[config.mk]
export PLATFORM = sky130hd
export DESIGN_NAME = muldiv_iter_unit
export DESIGN_NICKNAME = d
export VERILOG_FILES = /design/src/rtl/muldiv_iter_unit.sv
export SDC_FILE = /design/constraint.sdc
export NUM_CORES = 1
export LEC_CHECK = 0
export BUFFER_PORTS_ARGS = -buffer_cell sky130_fd_sc_hd__buf_4
export CELL_PAD_IN_SITES_DETAIL_PLACEMENT = 0
export CELL_PAD_IN_SITES_GLOBAL_PLACEMENT = 1
export CORE_MARGIN = 1.5
export CORE_UTILIZATION = 45
export CTS_CLUSTER_DIAMETER = 200
export DETAILED_ROUTE_END_ITERATION = 6
export MAX_ROUTING_LAYER = met4
export PLACE_DENSITY_LB_ADDON = 0.1
export SYNTH_ARGS = -nofsm -noshare
export SYNTH_HDL_FRONTEND = slang
export SYNTH_SLANG_ARGS = --single-unit
[constraint.sdc]
create_clock -name clock -period 8.7 [get_ports clock]
set_input_delay 1.74 -clock clock [delete_from_list [all_inputs] [get_ports clock]]
set_output_delay 1.74 -clock clock [all_outputs]
set_load 0.05 [all_outputs]
[src/rtl/muldiv_iter_unit.sv]
// Iterative signed/unsigned multiply/divide unit owning the HI/LO registers.
// One radix-2 step per clock: shift-add for MULT/MULTU, restoring division for DIV/DIVU.
module muldiv_iter_unit #(
  parameter int unsigned WIDTH = 32
) (
  input  logic             clock,
  input  logic             reset,
  input  logic             start,
  input  logic [1:0]       op,
  input  logic [WIDTH-1:0] a,
  input  logic [WIDTH-1:0] b,
  input  logic             abort,
  input  logic             hi_we,
  input  logic             lo_we,
  input  logic [WIDTH-1:0] wdata,
  output logic             busy,
  output logic             done,
  output logic             div_zero,
  output logic [WIDTH-1:0] hi,
  output logic [WIDTH-1:0] lo
);

  localparam int unsigned CW = $clog2(WIDTH + 1);

  typedef enum logic [1:0] {IDLE, CALC, DONE} state_t;

  state_t           state_q, state_d;
  logic [CW-1:0]    cnt_q, cnt_d;
  logic [WIDTH-1:0] rem_q, rem_d;     // product high half / partial remainder
  logic [WIDTH-1:0] quo_q, quo_d;     // multiplier -> product low half / dividend -> quotient
  logic [WIDTH-1:0] mcand_q, mcand_d; // multiplicand / divisor magnitude
  logic             is_div_q, is_div_d;
  logic             neg_q_q, neg_q_d; // negate product or quotient
  logic             neg_r_q, neg_r_d; // negate remainder
  logic             done_q, done_d;
  logic             dz_q, dz_d;
  logic [WIDTH-1:0] hi_q, hi_d;
  logic [WIDTH-1:0] lo_q, lo_d;

  logic             is_signed, a_neg, b_neg;
  logic [WIDTH-1:0] a_mag, b_mag;
  logic [WIDTH:0]   mul_sum, div_shift, div_diff;
  logic [WIDTH-1:0] step_rem, step_quo;
  logic [2*WIDTH-1:0] prod, prod_fix;
  logic [WIDTH-1:0] q_fix, r_fix;

  // Operand magnitudes and one iteration step of the active operation
  always_comb begin
    is_signed = ~op[0];
    a_neg     = is_signed & a[WIDTH-1];
    b_neg     = is_signed & b[WIDTH-1];
    a_mag     = a_neg ? -a : a;
    b_mag     = b_neg ? -b : b;

    mul_sum   = {1'b0, rem_q} + {1'b0, (quo_q[0] ? mcand_q : '0)};
    div_shift = {rem_q, quo_q[WIDTH-1]};
    div_diff  = div_shift - {1'b0, mcand_q};

    if (is_div_q) begin
      step_rem = div_diff[WIDTH] ? div_shift[WIDTH-1:0] : div_diff[WIDTH-1:0];
      step_quo = {quo_q[WIDTH-2:0], ~div_diff[WIDTH]};
    end else begin
      step_rem = mul_sum[WIDTH:1];
      step_quo = {mul_sum[0], quo_q[WIDTH-1:1]};
    end

    prod     = {step_rem, step_quo};
    prod_fix = neg_q_q ? -prod : prod;
    q_fix    = neg_q_q ? -step_quo : step_quo;
    r_fix    = neg_r_q ? -step_rem : step_rem;
  end

  // Next-state, work-register and HI/LO update logic
  always_comb begin
    state_d  = state_q;
    cnt_d    = cnt_q;
    rem_d    = rem_q;
    quo_d    = quo_q;
    mcand_d  = mcand_q;
    is_div_d = is_div_q;
    neg_q_d  = neg_q_q;
    neg_r_d  = neg_r_q;
    done_d   = 1'b0;
    dz_d     = 1'b0;
    hi_d     = hi_q;
    lo_d     = lo_q;

    case (state_q)
      CALC: begin
        if (abort) begin
          state_d = IDLE;
        end else begin
          rem_d = step_rem;
          quo_d = step_quo;
          cnt_d = cnt_q - CW'(1);
          if (cnt_q == CW'(1)) begin
            state_d = DONE;
            done_d  = 1'b1;
            if (is_div_q) begin
              hi_d = r_fix;
              lo_d = q_fix;
            end else begin
              hi_d = prod_fix[2*WIDTH-1:WIDTH];
              lo_d = prod_fix[WIDTH-1:0];
            end
          end
        end
      end
      default: begin
        state_d = IDLE;
        if (hi_we) hi_d = wdata;
        if (lo_we) lo_d = wdata;
        if (start) begin
          is_div_d = op[1];
          neg_q_d  = a_neg ^ b_neg;
          neg_r_d  = a_neg;
          mcand_d  = b_mag;
          quo_d    = a_mag;
          rem_d    = '0;
          cnt_d    = CW'(WIDTH);
          if (op[1] && (b == '0)) begin
            state_d = DONE;
            done_d  = 1'b1;
            dz_d    = 1'b1;
          end else begin
            state_d = CALC;
          end
        end
      end
    endcase
  end

  // State and datapath registers with asynchronous active-low reset
  always_ff @(posedge clock or negedge reset) begin
    if (!reset) begin
      state_q  <= IDLE;
      cnt_q    <= '0;
      rem_q    <= '0;
      quo_q    <= '0;
      mcand_q  <= '0;
      is_div_q <= 1'b0;
      neg_q_q  <= 1'b0;
      neg_r_q  <= 1'b0;
      done_q   <= 1'b0;
      dz_q     <= 1'b0;
      hi_q     <= '0;
      lo_q     <= '0;
    end else begin
      state_q  <= state_d;
      cnt_q    <= cnt_d;
      rem_q    <= rem_d;
      quo_q    <= quo_d;
      mcand_q  <= mcand_d;
      is_div_q <= is_div_d;
      neg_q_q  <= neg_q_d;
      neg_r_q  <= neg_r_d;
      done_q   <= done_d;
      dz_q     <= dz_d;
      hi_q     <= hi_d;
      lo_q     <= lo_d;
    end
  end

  assign busy     = (state_q == CALC);
  assign done     = done_q;
  assign div_zero = dz_q;
  assign hi       = hi_q;
  assign lo       = lo_q;

endmodule

==> results of run 1 <==
==> how the worst max path moves through the flow <==
| stage | startpoint | to | slack, ns | cells past startpoint |
|---|---|---|---|---|
| 2_1_floorplan | is_div_q | hi[22] | 2.54 | 21 |
| 3_3_place_gp | quo_q[31] | hi[22] | 2.52 | 22 |
| 3_5_place_dp | quo_q[31] | hi[22] | 2.32 | 22 |
| 4_1_cts | quo_q[31] | hi[22] | 2.28 | 22 |
| 5_1_grt | quo_q[31] | hi[22] | 1.79 | 22 |
| 6_report | quo_q[31] | hi[22] | 2.27 | 22 |
==> worst register-to-register path: cells and delay by family (launching register included) <==
| family | cells | cell delay (ns) |
|---|---|---|
| AND/OR/NAND/NOR | 7 | 2.39 |
| AO/OA/AOI/OAI | 9 | 2.20 |
| adder cells (fa/ha/maj) | 3 | 0.83 |
| flip-flops | 1 | 0.41 |
| multiplexers | 1 | 0.34 |
| buffers and inverters | 2 | 0.15 |
==> state kept, by name, summed over array words and instances, names as in the netlist <==
register and cells:
quo_q 32, is_div_q 1, mcand_q 32, neg_r_q 1
cnt_q 6, neg_q_q 1, state_q 2, lo 32
div_zero 1, rem_q 32, done 1, hi 32
==> area by class of cell <==
class	count	area, um^2	area share (%)
Multi-Input combinational cell	1634	10200	58.6
Timing Repair Buffer	192	1450	8.34
Clock buffer	18	439	2.53
Clock inverter	13	133	0.765
Tap cell	448	561	3.23
Sequential cell	173	4330	25.0
Inverter	69	259	1.49
==> power groups by stage <==
stage	combinational, mW	sequential, mW	clock [mW]
2_1_floorplan	3.28	1.85	0
3_3_place_gp	5.31	1.52	0
3_5_place_dp	5.32	1.53	0
4_1_cts	5.34	1.52	0.792
5_1_grt	5.86	1.58	0.823
6_report	5.43	1.53	0.782
==> metal layers <==
metal	vias up	share of wire, %
met1	7244	47
met4	0	2.6
met3	81	8.9
met2	664	41
li1	7335	-
met5	-	0
==> logic make-up after synthesis <==
group                    after synthesis
AND/OR/NAND/NOR                      717
adder cells (fa/ha/maj)               72
multiplexers                          51
buffers and inverters                177
AO/OA/AOI/OAI                        646
flip-flops                           173
XOR/XNOR                             148
==> synth_stat cells (all sizes together) (6+ instances only) <==
master and count:
a211oi 17, a21boi 6, a21o 19, a21oi 197
a22o 12, a31oi 43, and2 50, and3 19
buf 31, clkbuf 77, dfrtp 173, ha 70
inv 69, mux2 14, mux2i 37, nand2 259
nand2b 14, nand3 41, nand4 17, nor2 175
nor2b 16, nor3 47, nor3b 8, nor4 14
o2111ai 6, o211ai 20, o21a 13, o21ai 197
o21bai 11, o221ai 10, o22ai 9, o31ai 31
o41ai 7, or2 7, or3 25, or4 8
xnor2 87, xor2 61
==> through the flow <==
stage | power, mW | hold WS [ns]
global route | 8.26 | 0.526
floorplan | 5.13 | 0.464
global placement | 6.83 | 0.468
CTS | 7.65 | 0.494
finish | 7.74 | 0.490
detailed placement | 6.85 | 0.478
==> run summary, run 1 <==
The flow ran to the end, and the final reports show no timing, DRC or antenna violations. At the worst endpoint, the required time is 9.05 ns. In this run the tightest slew margin relative to its limit is 33.7%.

After synthesis, the share of cell area in mux cells is 3.48%. TritonCTS created 17 clock buffers. Yosys mapped a number of flops with a built-in enable equal to 0. The run gives 14316 as the number of global-route vias before repair. For the largest buffer count on any clock path, the log shows 2. In this run the critical register-to-register path is launched from quo_q[31]. The most used flip-flop cell after synthesis is sky130_fd_sc_hd__dfrtp_1. The worst ir drop on vdd is 219 uV, and the mean routed wirelength per cell is 21.9 um. Post-CTS timing repair inserted 0 buffers for setup.

The area share of xor/xnor cells in the synthesized design came out at 8.55%. The path with the worst hold slack has its endpoint at hi[16]. Post-synthesis share of cell area spent on full adders, half adders and majority gates: 6.04%. The power per unit of standard cell area works out to 446 mW/mm^2. The cell area after synthesis was 0.0152 mm^2.

The HPWL after detailed placement is 43300 um. The combinational family with the most area after synthesis is compound AO/OA/AOI/OAI gates. At the placement stage, the worst setup path has a slack of 2.32 ns. The tools report the flop-to-flop setup slack as 2.27 ns.

In this run, synthesis produced a sequential element count of 173. For the critical path data arrival time, the log shows 6.78 ns. In the layout the commonest cells are 257 x sky130_fd_sc_hd__nand2_1, 192 x sky130_fd_sc_hd__a21oi_1, 191 x sky130_fd_sc_hd__buf_4. The number of hold violations in the final report came out at 0. For the post-synth net total, the log shows 2160.

Fraction of power consumed by sequential logic: 19.8%. Setup repair after global routing left no endpoint under its margin. The floorplan has 67 rows. At the end of routability-driven placement, the weighted congestion stood at 0.964. TritonCTS built the clock tree. sky130_fd_sc_hd__dfrtp_1 takes more of the synthesized area than any other cell.

The tools report the area of the die as 0.0348 mm^2. Once the clock tree was built, the resizer swapped 0 gates to a different size. The clock root buffer was sky130_fd_sc_hd__clkbuf_16.

The core region is 0.0334 mm^2. Fraction of power spent switching nets: 56.4%. For this block, the via count after detailed routing is 15324. The number of hold-repair buffers added at the cts stage came out at 0. The kind of start point of the critical path is a register.

Summing the areas of all compound-gate instances in the mapped netlist gives 26.2% of the synthesized area. In this run the worst hold path is classified as reg2reg. The tools report the combinational cell fraction of total power as 70.1%. The share of total power dissipated in the clock network is 10.1%.

The met2 layer usage reported by global route is 46.1%, and the critical-path maximum fanout is 8. The total of max-cap violations was 0; the number of design rule violations left after detail routing was 0. The run gives 0 as the post-route antenna net violation count. The critical path's top delay family is simple AND/OR/NAND/NOR gates. Summed over all nets, the switching power comes to 4.37 mW.

After synthesis, the share of flip-flops with an asynchronous set or reset is 100%. The H-tree was split into 4 levels. Summed over all cells, the static leakage comes to 7.50 nW.

The cell depth of the worst hold path was 2; the post-layout minimum cycle time was 6.43 ns. For the count of antenna diodes in the layout, the log shows 0. The detailed-router iteration count before antenna repair was 5; the die outline width was 187 um. For the final max-slew violation count, the log shows 0. Setup slack closes at 2.27 ns. The detailed router finished its first iteration with 1601 violations.

The proportion of netlist area held by the largest area contributor is 28.6%, and the share of final-layout standard cells stronger than drive strength 1 is 13.0%. Once placement finished, the instance area stood at 0.0168 mm^2. The filler cells instantiated in the layout total 3396. Entering global routing, the biggest net connects 89 pins.

The simple logic cell fraction of the synthesized area works out to 22.5%. The tools report the sequential area share after synthesis as 28.6%. Measured on the finished design, the core utilization comes to 51.9%.

For the final database, setup skew stands at 0.0184 ns. The number of buffer cells added on primary ports is 170, and the post-layout instance count excluding filler cells is 2547. The first global-routing pass estimated 85900 um of wire.

After synthesis, the cell types taking the most area are sky130_fd_sc_hd__dfrtp_1 29%, sky130_fd_sc_hd__nand2_1 6.4%, sky130_fd_sc_hd__a21oi_1 6.4%. The count of yosys warnings during synthesis was 0; the worst path buffer plus inverter count was 2. The gate count of the mapped netlist is 1984, and the post-route cell area is 0.0173 mm^2.

Most common cell after layout, fill and taps aside: sky130_fd_sc_hd__nand2_1. Clock latency on the worst-skew pair, taken at its later pin, is 0.46 ns. Slowest library cell on the worst path: sky130_fd_sc_hd__or4_4. Global routing consumed, on the met3 layer, 6.30% of the routing resources. For this configuration, the core starts out at a cell density of 45.4%. The run gives 0 as the initial antenna violation count. The tree built by TritonCTS fans out to 173 sinks. The number of placed instances, taps included, is 2516.

Path depth of the worst reg2reg path: 22. Across every metal layer, demand over resource in global routing totals 33.0%. Yosys mapped the design onto 88 distinct sky130hd cell types. The total congestion overflow after global routing came out at 0. The critical path in this run is classified as reg2reg.

Clock-pin slew was measured on the worst setup and hold paths at 0.08 ns. The layer with the highest usage after global routing is met1. In this run the critical register-to-register path is captured at hi[22]. In this run the most critical hold path is launched from hi[16].

Compared with the post-synthesis result, the final layout area differs by 14.4%. The run gives 0 as the final-report setup violation count. In this run the count of I/O pins placed on the die edge is 171. The final worst-path cycle share is 73.9%.

The internal portion of the total power is 3.37 mW. At the pin with the least slew margin, the transition time is 0.987 ns. Setup total negative slack on the finished layout was measured at 0 ns.

For met1 alone, demand over resource in global routing was 48.1%. For the final routed wirelength across all metal layers, the log shows 55900 um. Type of element capturing the critical path: a register.

Average instance area after synthesis: 7.64 um^2. For this run, the top clock speed supported by timing is 156 MHz. Walking the worst path, the cells encountered are inv_1 > ha_1 > inv_1 > fa_1 > a211oi_1 > o211ai_1 > and3_1 > o21ai_0 > a211o_1 > nor2_1 > a21oi_1 > ha_1 > o21ai_1 > or4b_4 > or4_4 > or4_4 > or3_4 > a21oi_4 > o211ai_1 > nand2_1 > mux2_1 > a211o_1.

On the worst path, the slowest cell contributes a delay of 0.57 ns. At the end of the flow, the number of nets in the layout was 2263. Dividing the detail-routed via count by the number of cells gives 6.02. In this run the vertical extent of the chip is 187 um.
Note: power is estimated with default switching activity, not from simulation.
==> run 2, diff against run 1 <==
--- a/config.mk
+++ b/config.mk
@@ -5,11 +5,12 @@
 export SDC_FILE = /design/constraint.sdc
 export NUM_CORES = 1
 export LEC_CHECK = 0
+export ABC_AREA = 1
 export BUFFER_PORTS_ARGS = -buffer_cell sky130_fd_sc_hd__buf_4
 export CELL_PAD_IN_SITES_DETAIL_PLACEMENT = 0
 export CELL_PAD_IN_SITES_GLOBAL_PLACEMENT = 1
 export CORE_MARGIN = 1.5
-export CORE_UTILIZATION = 45
+export CORE_UTILIZATION = 38
 export CTS_CLUSTER_DIAMETER = 200
 export DETAILED_ROUTE_END_ITERATION = 6
 export MAX_ROUTING_LAYER = met4
==> constraint.sdc (replaced) <==
create_clock -name clock -period 5.8 [get_ports clock]
set_input_delay 1.16 -clock clock [delete_from_list [all_inputs] [get_ports clock]]
set_output_delay 1.16 -clock clock [all_outputs]
set_load 0.05 [all_outputs]
==> run 2 against run 1 <==
  * Sequential share of layout area is 2.7 points lower
  * First-iteration DRC count grew 25%
  * Routed wire length increased by 40%
  * Global-route usage increased by 1.9 points
  * Clock skew increased by 0.0070 ns
  * Worst hold slack got worse by 0.0047 ns
  * Maximum frequency up 26%
==> run summary, run 2 <==
Along the worst path, the maximum fanout reaches 32. The synthesis-stage register bit count works out to 173. Static timing analysis puts the maximum clock frequency at 197 MHz. Setup repair after global routing left no endpoint under its margin. The run gives 0 as the number of hold-repair buffers added at the cts stage. The cell sitting at the root of the clock tree is a sky130_fd_sc_hd__clkbuf_16.

The flow ran to the end, and the final reports show no timing, DRC or antenna violations. In this run the tool buffered the top-level ports with 170 buffer cells. STA classifies the critical path startpoint as a register.

Dividing the final minimum period by the clock period gives 87.6%. The worst-case IR drop observed on VDD is 275 uV. Dividing the detail-routed via count by the number of cells gives 5.49. Among all stages on the critical path, the largest delay is contributed by sky130_fd_sc_hd__fa_1.

The clock transition at the registers of the reported paths came out at 0.08 ns. The congestion estimate from routability-driven global placement came to 1.00. The Yosys step of the flow raised 0 warnings. The H-tree generated during clock tree synthesis spans 4 levels. The effective utilization at floorplan came out at 38.5%.

The library cell used most frequently in the layout, excluding fill and tap cells, is sky130_fd_sc_hd__nand2_1. The synthesized design spends more area on one cell type than any other, namely sky130_fd_sc_hd__dfrtp_1. Of the cells placed in the final design, the portion with a size suffix greater than 1 is 11.2%. After floorplanning, the core was divided into 77 placement rows.

Counting every net in the synthesized netlist gives 2979. Once layout is complete, the cells apart from fillers number 3528. The top cell types in the final layout, fill and taps aside, are 768 x sky130_fd_sc_hd__nand2_1, 357 x sky130_fd_sc_hd__inv_1, 349 x sky130_fd_sc_hd__nor2_1. The total CTS buffers came out at 17. The floorplan step set the die width to 215 um. The number of setup buffers added after CTS is 0. The worst hold slack came out at 0.486 ns.

Initial antenna violation count: 1. After clock tree synthesis, the repair step resized 0 gates. At the pin with the least slew margin, the transition time is 1.05 ns. Setup violations remaining at the end of the flow were counted as 0.

The path category of the worst min-delay check is reg2reg. The count of routing violations after the opening detailed-route iteration is 2009. The floorplan step defined a die boundary enclosing 0.0460 mm^2.

The worst setup path is captured at a register. In the final timing run, aggregate negative setup slack is 0 ns. In this run, placement finished with an instance count of 3496. Dominant synthesized flop cell: sky130_fd_sc_hd__dfrtp_1. The post-route antenna net violation count is 0, and the overall die height is 215 um. The detailed-router iteration count before antenna repair is 5, and the total congestion overflow after global routing is 0. The total of max-cap violations came out at 0. The most numerous cell in the Yosys netlist is sky130_fd_sc_hd__nand2_1. In the routed design, unresolved DRC markers number 0. The final layout contains 3099 nets. STA puts the critical path data arrival time at 5.51 ns.

171 I/O pins were placed. Entering global routing, the biggest net connects 94 pins. Summed over all layers, the routed wires come to 78200 um. By count the netlist is led by 770 x sky130_fd_sc_hd__nand2_1, 358 x sky130_fd_sc_hd__inv_1, 350 x sky130_fd_sc_hd__nor2_1.

Power comes to 12.8 mW. Counting every sink on the clock net gives 173. The clock period could shrink to 5.08 ns.

Of the synthesized area, sequential elements account for 25.5%. The delay of the slowest cell on the worst path is 0.39 ns. The proportion of netlist area held by the largest area contributor works out to 25.5%. TritonCTS built the clock tree. Critical path's most frequent cell: sky130_fd_sc_hd__nand2_1. The power per unit of standard cell area is 658 mW/mm^2, and the average instance area after synthesis is 6.07 um^2. Counting flops with an async set or reset pin after synthesis yields a share of 100%.

The clock arrives with 0.0254 ns of skew. The number of enable-type register cells in the synthesized netlist was 0. Sorting the synthesized cells by area gives the leading types as sky130_fd_sc_hd__dfrtp_1 25%, sky130_fd_sc_hd__nand2_1 17%, sky130_fd_sc_hd__inv_1 7.9%. The number of global-route vias before repair is 18309. The logs give 117000 um for the global-route wire length before repair and 0 for the final max-slew violation count.

The repair_antennas step left the layout with diodes totalling 0. No sink is reached through more buffers than the 2 on the longest clock path. In this run the tightest slew margin relative to its limit is 30.0%. Summing every instance area after synthesis gives 0.0170 mm^2. The core region is 0.0442 mm^2. The run gives 0 as the number of hold violations in the final report. The mean routed wirelength per cell is 22.2 um, and the number of distinct library cells after synthesis is 58. STA puts the critical path data required time at 6.23 ns.

The area growth from synthesis to layout is 14.2%. For the worst-skew pair, the clock arrives at the later sink with an insertion delay of 0.52 ns. The detailed router placed 19385 vias in this run. The tools report the gate count of the mapped netlist as 2803. In the global route stage, overall resource usage came out at 34.9%.

The analysis attributes to cell leakage a power of 9.80 nW. Critical setup path kind: reg2reg. The tools report the detailed placement HPWL as 63000 um.
[run 2: changes by cell type after synthesis, sizes merged, moves of 20 or more]
cell,previous run,this run
or3,25,0
and2,50,0
xnor2,87,32
nand2,259,794
a21oi,197,154
nand3,41,247
a31oi,43,18
o31ai,31,1
xor2,61,39
nor2,175,363
mux2i,37,1
inv,69,366
o21ai,197,217
[run 2: layer usage]
layer	GRT usage (%)	wire length (um)	vias to the layer above
li1	-	-	9335
met1	50.2	37600	9254
met2	52.0	33800	728
met3	4.45	5360	68
met4	7.96	1380	0
met5	-	0	-
[run 2: kinds of logic (layout without fill, tap and decap cells)]
logic type               Yosys count  after routing  synth area share, %
AND/OR/NAND/NOR                 1542           1542                 38.8
AO/OA/AOI/OAI                    481            481                 16.0
buffers and inverters            463            596                 10.6
flip-flops                       173            173                 25.5
adder cells (fa/ha/maj)           72             72                 5.39
XOR/XNOR                          71             71                 3.66
multiplexers                       1              1               0.0589
[run 2: stage by stage]
| step | util [%] | instance area [um^2] | setup slack, ns |
|---|---|---|---|
| 3_5_place_dp | 42.6 | 18800 | 0.854 |
| 4_1_cts | 43.9 | 19400 | 0.813 |
| 3_3_place_gp | 42.6 | 18800 | 0.927 |
| 5_1_grt | 43.9 | 19400 | 0.257 |
| 6_report | 43.9 | 19400 | 0.717 |
| 2_1_floorplan | - | 17000 | 1.91 |
[run 2: power by group]
part	internal, mW	switching [mW]
sequential	1.71	0.520
combinational	2.55	6.75
clock	0.615	0.643
[run 2: cell type report]
class,instances,area [um^2]
well taps,592,741
clock inverters,15,174
clock buffers,17,425
multi-input cells,2167,10900
repair buffers,195,1470
fillers,4864,24800
flip-flops and latches,173,4330
inverters,369,1390
[run 2: critical path: cells and delay by family (launching register included)]
kind            cells  cell delay [ns]
simple gates       23             3.35
fa+ha+maj           3             0.73
flops               1             0.37
compound gates      2             0.28
buf+inv             3             0.27
[run 2: path summary, 6_finish.rpt]
kind | startpoint | slack (ns) | depth (start not counted) | end
max | quo_q[31] | 0.72 | 31 | hi[18]
min | lo[10] | 0.49 | 2 | lo[10]
max reg2reg | quo_q[31] | 0.72 | 31 | hi[18]
min reg2reg | lo[10] | 0.49 | 2 | lo[10]
max in group asynchronous | reset | 3.75 | 2 | is_div_q
min in group asynchronous | reset | 0.73 | 1 | rem_q[16]
